**config.mk**
```make
export PLATFORM = sky130hd
export DESIGN_NAME = mem_port_arbiter
export DESIGN_NICKNAME = d
export VERILOG_FILES = /design/src/rtl/mem_arb_pkg.sv /design/src/rtl/mem_lane_fmt.sv /design/src/rtl/mem_port_arbiter.sv
export SDC_FILE = /design/constraint.sdc
export NUM_CORES = 1
export LEC_CHECK = 0
export BUFFER_PORTS_ARGS = -buffer_cell sky130_fd_sc_hd__buf_2
export CAP_MARGIN = 10
export CORE_ASPECT_RATIO = 0.75
export CORE_MARGIN = 2
export CORE_UTILIZATION = 39
export CTS_BUF_LIST = sky130_fd_sc_hd__clkbuf_4 sky130_fd_sc_hd__clkbuf_8 sky130_fd_sc_hd__clkbuf_16
export DETAILED_ROUTE_END_ITERATION = 10
export GPL_TIMING_DRIVEN = 0
export PLACE_DENSITY = 0.73
export SETUP_SLACK_MARGIN = 0.3
export SLEW_MARGIN = 0
export SYNTH_ARGS = -nofsm -noshare
export SYNTH_HDL_FRONTEND = slang
export SYNTH_HIERARCHICAL = 1
export SYNTH_SLANG_ARGS = --single-unit
export TNS_END_PERCENT = 100
```
**constraint.sdc**
```tcl
create_clock -name clk -period 4.8 [get_ports clk]
set_clock_uncertainty 0.2 [all_clocks]
set_input_delay 0.96 -clock clk [delete_from_list [all_inputs] [get_ports clk]]
set_output_delay 0.96 -clock clk [all_outputs]
set_load 0.05 [all_outputs]
```
**src/rtl/mem_arb_pkg.sv**
```systemverilog
// mem_arb_pkg: shared state encoding, size codes and byte-lane helper for the memory port arbiter.
package mem_arb_pkg;

   typedef enum logic [2:0] {IDLE, DATA, FETCH, DERR, IERR} arb_state_t;

   localparam logic MEM_SIZE_BYTE = 1'b0;
   localparam logic MEM_SIZE_WORD = 1'b1;

   function automatic logic [3:0] lane_sel(input logic [1:0] lo);
      return 4'b0001 << lo;
   endfunction

endpackage

```
**src/rtl/mem_lane_fmt.sv**
```systemverilog
// mem_lane_fmt: byte-lane steering for stores and lane extraction with sign extension for loads.
import mem_arb_pkg::*;

module mem_lane_fmt (
   input  logic        size,
   input  logic [1:0]  addr,
   input  logic [31:0] wdata,
   input  logic [31:0] bus_dat_i,
   output logic [3:0]  sel,
   output logic [31:0] dat_o,
   output logic [31:0] rdata
);

   logic [7:0] rbyte;

   always_comb begin
      rbyte = bus_dat_i[8*addr +: 8];
      sel   = size == MEM_SIZE_WORD ? 4'hF : lane_sel(addr);
      dat_o = size == MEM_SIZE_WORD ? wdata : {4{wdata[7:0]}};
      rdata = size == MEM_SIZE_WORD ? bus_dat_i : {{24{rbyte[7]}}, rbyte};
   end

endmodule

```
**src/rtl/mem_port_arbiter.sv**
```systemverilog
// mem_port_arbiter: shares one Wishbone-style port between fetch and data stage, with
// fetch anti-starvation, byte lanes, misalignment errors and a bus timeout.
import mem_arb_pkg::*;

module mem_port_arbiter #(
   parameter int TIMEOUT_CYCLES   = 16,
   parameter int FETCH_STARVE_MAX = 2
) (
   input  logic        clk,
   input  logic        reset,
   input  logic        if_req,
   input  logic [31:0] if_addr,
   output logic [31:0] if_rdata,
   output logic        if_ack,
   output logic        if_err,
   input  logic        dm_req,
   input  logic        dm_we,
   input  logic        dm_size,
   input  logic [31:0] dm_addr,
   input  logic [31:0] dm_wdata,
   output logic [31:0] dm_rdata,
   output logic        dm_ack,
   output logic        dm_err,
   output logic        bus_cyc,
   output logic        bus_stb,
   output logic        bus_we,
   output logic [31:0] bus_adr,
   output logic [3:0]  bus_sel,
   output logic [31:0] bus_dat_o,
   input  logic [31:0] bus_dat_i,
   input  logic        bus_ack
);

   localparam int TW = $clog2(TIMEOUT_CYCLES);
   localparam int SW = $clog2(FETCH_STARVE_MAX + 1);

   arb_state_t  state, state_nx;
   logic        lat_we, lat_size;
   logic [1:0]  lat_lo;
   logic [TW-1:0] tcnt;
   logic [SW-1:0] starve;
   logic        gnt_d, gnt_i, dm_mis, if_mis, busy, tmo, done, go;
   logic        f_size;
   logic [1:0]  f_lo;
   logic [31:0] adr_n, f_dat_o, f_rdata;
   logic [3:0]  f_sel;

   mem_lane_fmt u_fmt (
      .size      (f_size),
      .addr      (f_lo),
      .wdata     (dm_wdata),
      .bus_dat_i (bus_dat_i),
      .sel       (f_sel),
      .dat_o     (f_dat_o),
      .rdata     (f_rdata)
   );

   // In IDLE the formatter sees the request being granted; during the access, the latched one.
   always_comb begin
      gnt_d  = state == IDLE && dm_req && !(if_req && starve == SW'(FETCH_STARVE_MAX));
      gnt_i  = state == IDLE && if_req && !gnt_d;
      dm_mis = dm_size == MEM_SIZE_WORD && dm_addr[1:0] != 2'b00;
      if_mis = if_addr[1:0] != 2'b00;
      busy   = state == DATA || state == FETCH;
      tmo    = busy && tcnt == TW'(TIMEOUT_CYCLES - 1);
      done   = busy && (bus_ack || tmo);
      adr_n  = gnt_d ? dm_addr : if_addr;
      f_size = state == IDLE ? (gnt_d ? dm_size : MEM_SIZE_WORD) : lat_size;
      f_lo   = state == IDLE ? adr_n[1:0] : lat_lo;
      state_nx = state;
      if (gnt_d)
         state_nx = dm_mis ? DERR : DATA;
      else if (gnt_i)
         state_nx = if_mis ? IERR : FETCH;
      else if (done || state == DERR || state == IERR)
         state_nx = IDLE;
      go       = (gnt_d || gnt_i) && (state_nx == DATA || state_nx == FETCH);
      bus_stb  = bus_cyc;
      dm_ack   = state == DERR || (state == DATA && done);
      dm_err   = state == DERR || (state == DATA && tmo && !bus_ack);
      dm_rdata = state == DATA && bus_ack && !lat_we ? f_rdata : '0;
      if_ack   = state == IERR || (state == FETCH && done);
      if_err   = state == IERR || (state == FETCH && tmo && !bus_ack);
      if_rdata = state == FETCH && bus_ack ? f_rdata : '0;
   end

   always_ff @(posedge clk) begin
      if (reset) begin
         state     <= IDLE;
         lat_we    <= 1'b0;
         lat_size  <= 1'b0;
         lat_lo    <= '0;
         tcnt      <= '0;
         starve    <= '0;
         bus_cyc   <= 1'b0;
         bus_we    <= 1'b0;
         bus_adr   <= '0;
         bus_sel   <= '0;
         bus_dat_o <= '0;
      end else begin
         state <= state_nx;
         tcnt  <= busy ? tcnt + 1'b1 : '0;
         if (gnt_d || gnt_i) begin
            lat_we    <= gnt_d && dm_we;
            lat_size  <= f_size;
            lat_lo    <= f_lo;
            starve    <= gnt_i || !if_req ? '0 : starve + 1'b1;
            bus_cyc   <= go;
            bus_we    <= go && gnt_d && dm_we;
            bus_adr   <= go ? {adr_n[31:2], 2'b00} : '0;
            bus_sel   <= go ? f_sel : '0;
            bus_dat_o <= go && gnt_d && dm_we ? f_dat_o : '0;
         end else if (done) begin
            bus_cyc   <= 1'b0;
            bus_we    <= 1'b0;
            bus_adr   <= '0;
            bus_sel   <= '0;
            bus_dat_o <= '0;
         end
      end
   end

endmodule

```
==> results.py <==
metrics = {
    "timing": {
        "min_period_over_period_pct": 93.5,
        "rsz0062_at_grt": "false",
        "period_minus_slack_ps": 4490,
        "slew_violations": 0,
        "fin_tns_setup_ps": 0,
        "max_freq_ghz": 0.223,
        "hold_violations": 0,
        "slew_headroom_pct": 33.3,
        "hold_ws_ps": 248,
        "setup_viol": 0,
        "worstMarginPinSlew_ps": 986,
    },
    "worst_setup_path": {
        "worst_ep_arrival_time_ps": 3330,
        "crit_fanout": 10,
        "critPathKind": "input pin to output port",
        "cp-end-kind": "output port",
        "cp.required_ps": 3640,
        "start_kind": "input pin",
    },
    "global_routing": {
        "grt_pass1_vias": 4878,
        "antenna_found_initial": 0,
        "grt_max_degree": 14,
        "grt_overflow": 0,
        "grt_first_pass_wirelength_mm": 24.1,
        "grtUsageTotal_pct": 23.6,
    },
    "cells_and_area": {
        "stdcell_area_mm2": 0.00664,
        "layout_commonest_cell": "buf_2",
        "antenna_cells": 0,
        "utilization_pct": 57.2,
        "final_cell_mix": "buf_2 (243), dfxtp_1 (81), and2_1 (65), nand2_1 (52), buf_4 (45)",
        "layout-drive-gt1-share_pct": 45.4,
        "final_nets": 923,
        "syn_to_final_growth_pct": 43.2,
    },
    "synth": {
        "synth-async-reset-ratio_pct": 0,
        "avgSynthCellArea_um2": 9.22,
        "synth_top_area_share_pct": 35.0,
        "ys_types": 49,
        "yosysSeqAreaShare_pct": 35.0,
        "synth_area_leader_cell": "dfxtp_1",
        "synth_seq_cells": 81,
        "syn_inst": 503,
        "netlist_area_mm2": 0.00464,
        "synth-warning-count": 6,
        "synth_edf_count": 0,
        "synth-main-ff-cell": "dfxtp_1",
        "synth_area_leaders": "dfxtp_1 (35%), and2_1 (8.8%), mux2i_1 (7.3%)",
    },
    "drt": {
        "wl_per_cell_um": 16.5,
        "vias": 4839,
        "via_per_inst": 5.08,
        "first_pass_iters": 5,
        "drt_iter0_drc": 197,
        "drc_errors": 0,
        "ant_nets": 0,
        "wirelength_mm": 15.7,
    },
    "clocking": {
        "ctsHoldBuffers": 0,
        "cts-root-buf": "clkbuf_16",
        "cts_max_level": 3,
        "clkTransAtPathRegs_ps": 60,
        "clock_sinks": 81,
        "numCtsBuffers": 9,
        "cts_tree": "done",
        "clk_latency_ps": 330,
        "post_cts_buffers": 0,
        "cts_buffer_depth": 2,
    },
    "worst_hold_path": {
        "min_path_type": "flip-flop to flip-flop",
    },
    "pwr": {
        "cellPowerDensity_mw_per_mm2": 356,
        "switching_share_pct": 37.0,
        "power_switching_mw": 0.875,
        "p_int_mw": 1.49,
        "peakVddDrop_v": 0.000215,
        "leakagePower_nw": 3.62,
        "seqPwrFrac_pct": 31.4,
        "comb_power_share_pct": 37.1,
        "pwr-share-clk_pct": 31.4,
    },
    "floorplanning": {
        "io-pin-count": 274,
        "die_area_mm2": 0.0128,
        "dieWidth_um": 130,
        "start_util_pct": 39.9,
        "row_count": 34,
        "dieHeight_um": 98.4,
        "coreArea_mm2": 0.0116,
    },
    "run": {
        "max_cap_viol_count": 0,
    },
    "run_status": {
        "status": "complete, no violations",
    },
    "placement": {
        "dpl.hpwl_mm": 12.3,
        "numPortBuffers": 271,
        "placed_area_mm2": 0.00620,
        "gp_congestion": 0.921,
    },
}
==> final cells by class <==
class / instances / area (um2)
plain buffers: 51 / 318
inverters: 4 / 15.0
well taps: 162 / 203
flip-flops and latches: 81 / 1620
fillers: 1057 / 4970
clock inverters: 4 / 77.6
multi-input cells: 368 / 2720
repair buffers: 271 / 1450
clock buffers: 11 / 240
==> what timing repair did <==
item                       4_1_cts  5_1_grt
resized for setup               31       14
gates cloned                     0        0
pin swaps                        0        0
setup endpoints to repair       54       59
==> stage by stage <==
step                instances  power, mW  worst slack (ps)
floorplan                 504       1.38               657
global placement          937       1.59               200
detailed placement        937       1.61               130
CTS                       952       2.36               297
global route              952       2.47               222
finish                    952       2.37               314
==> registers in the layout, summed over array words and instances, names as in the netlist <==
signal,count
bus_dat_o,32
state,3
starve,2
tcnt,4
bus_adr,30
lat_we,1
bus_sel,4
lat_size,1
bus_cyc,1
bus_we,1
lat_lo,2
==> routing by layer <==
layer	vias to the layer above	track usage (%)	part of all wire [%]
met5	-	0	0
met4	0	5.54	1.4
met3	20	6.57	7.4
met2	202	40.4	49
met1	2286	29.6	42
li1	2331	-	-
==> critical path, stage by stage <==
cell	delay (ps)
buf_2	120
a21boi_4	290
nand2_4	150
buf_6	190
o22a_1	170
buf_2	180
nor2b_1	120
clkbuf_4	210
a22o_4	190
buf_6	160
a21o_1	120
and2_1	170
buf_2	280
==> cells by family after synthesis <==
logic type	Yosys count	synth area share (%)
simple gates	177	20.6
mux	43	9.60
xor+xnor	3	0.567
fa+ha+maj	2	0.539
buf+inv	55	6.93
other cells	1	0.0809
flops	81	35.0
compound gates	141	26.7
==> final timing paths <==
kind	start	depth (start not counted)	end	slack [ps]
worst min register to register	tcnt[0]$_SDFF_PP0_	1	tcnt[0]$_SDFF_PP0_	250
worst min-delay path	tcnt[0]$_SDFF_PP0_	1	tcnt[0]$_SDFF_PP0_	250
worst max-delay path	dm_req	13	if_rdata[19]	310
worst max register to register	starve[0]$_SDFFE_PP0P_	12	bus_dat_o[20]$_SDFFE_PP0P_	1980
==> cells in the mapped netlist, types with 2 or more instances <==
library cell and count:
a21o_1 29, a21oi_1 12, a22o_1 36, a22oi_1 8
a31oi_1 2, and2_1 65, buf_2 11, buf_4 17
buf_6 5, clkbuf_1 18, dfxtp_1 81, ha_1 2
inv_1 4, mux2_2 8, mux2i_1 34, nand2_1 52
nand2b_1 10, nand3_1 5, nor2_1 23, nor2b_1 13
o21a_1 2, o21ai_0 6, o21ai_1 4, o21bai_1 2
o2bb2ai_1 10, o2bb2ai_2 20, xnor2_1 2
==> power by group through the flow <==
stage                     Clock, mW  Sequential [mW]  Combinational [mW]
after CTS                     0.752            0.744               0.866
after global placement            0            0.756               0.838
after detailed placement          0            0.757               0.856
after global routing          0.779            0.749               0.941
final                         0.744            0.744               0.878
after floorplan                   0            0.881               0.498
Note: power is estimated with default switching activity, not from simulation.
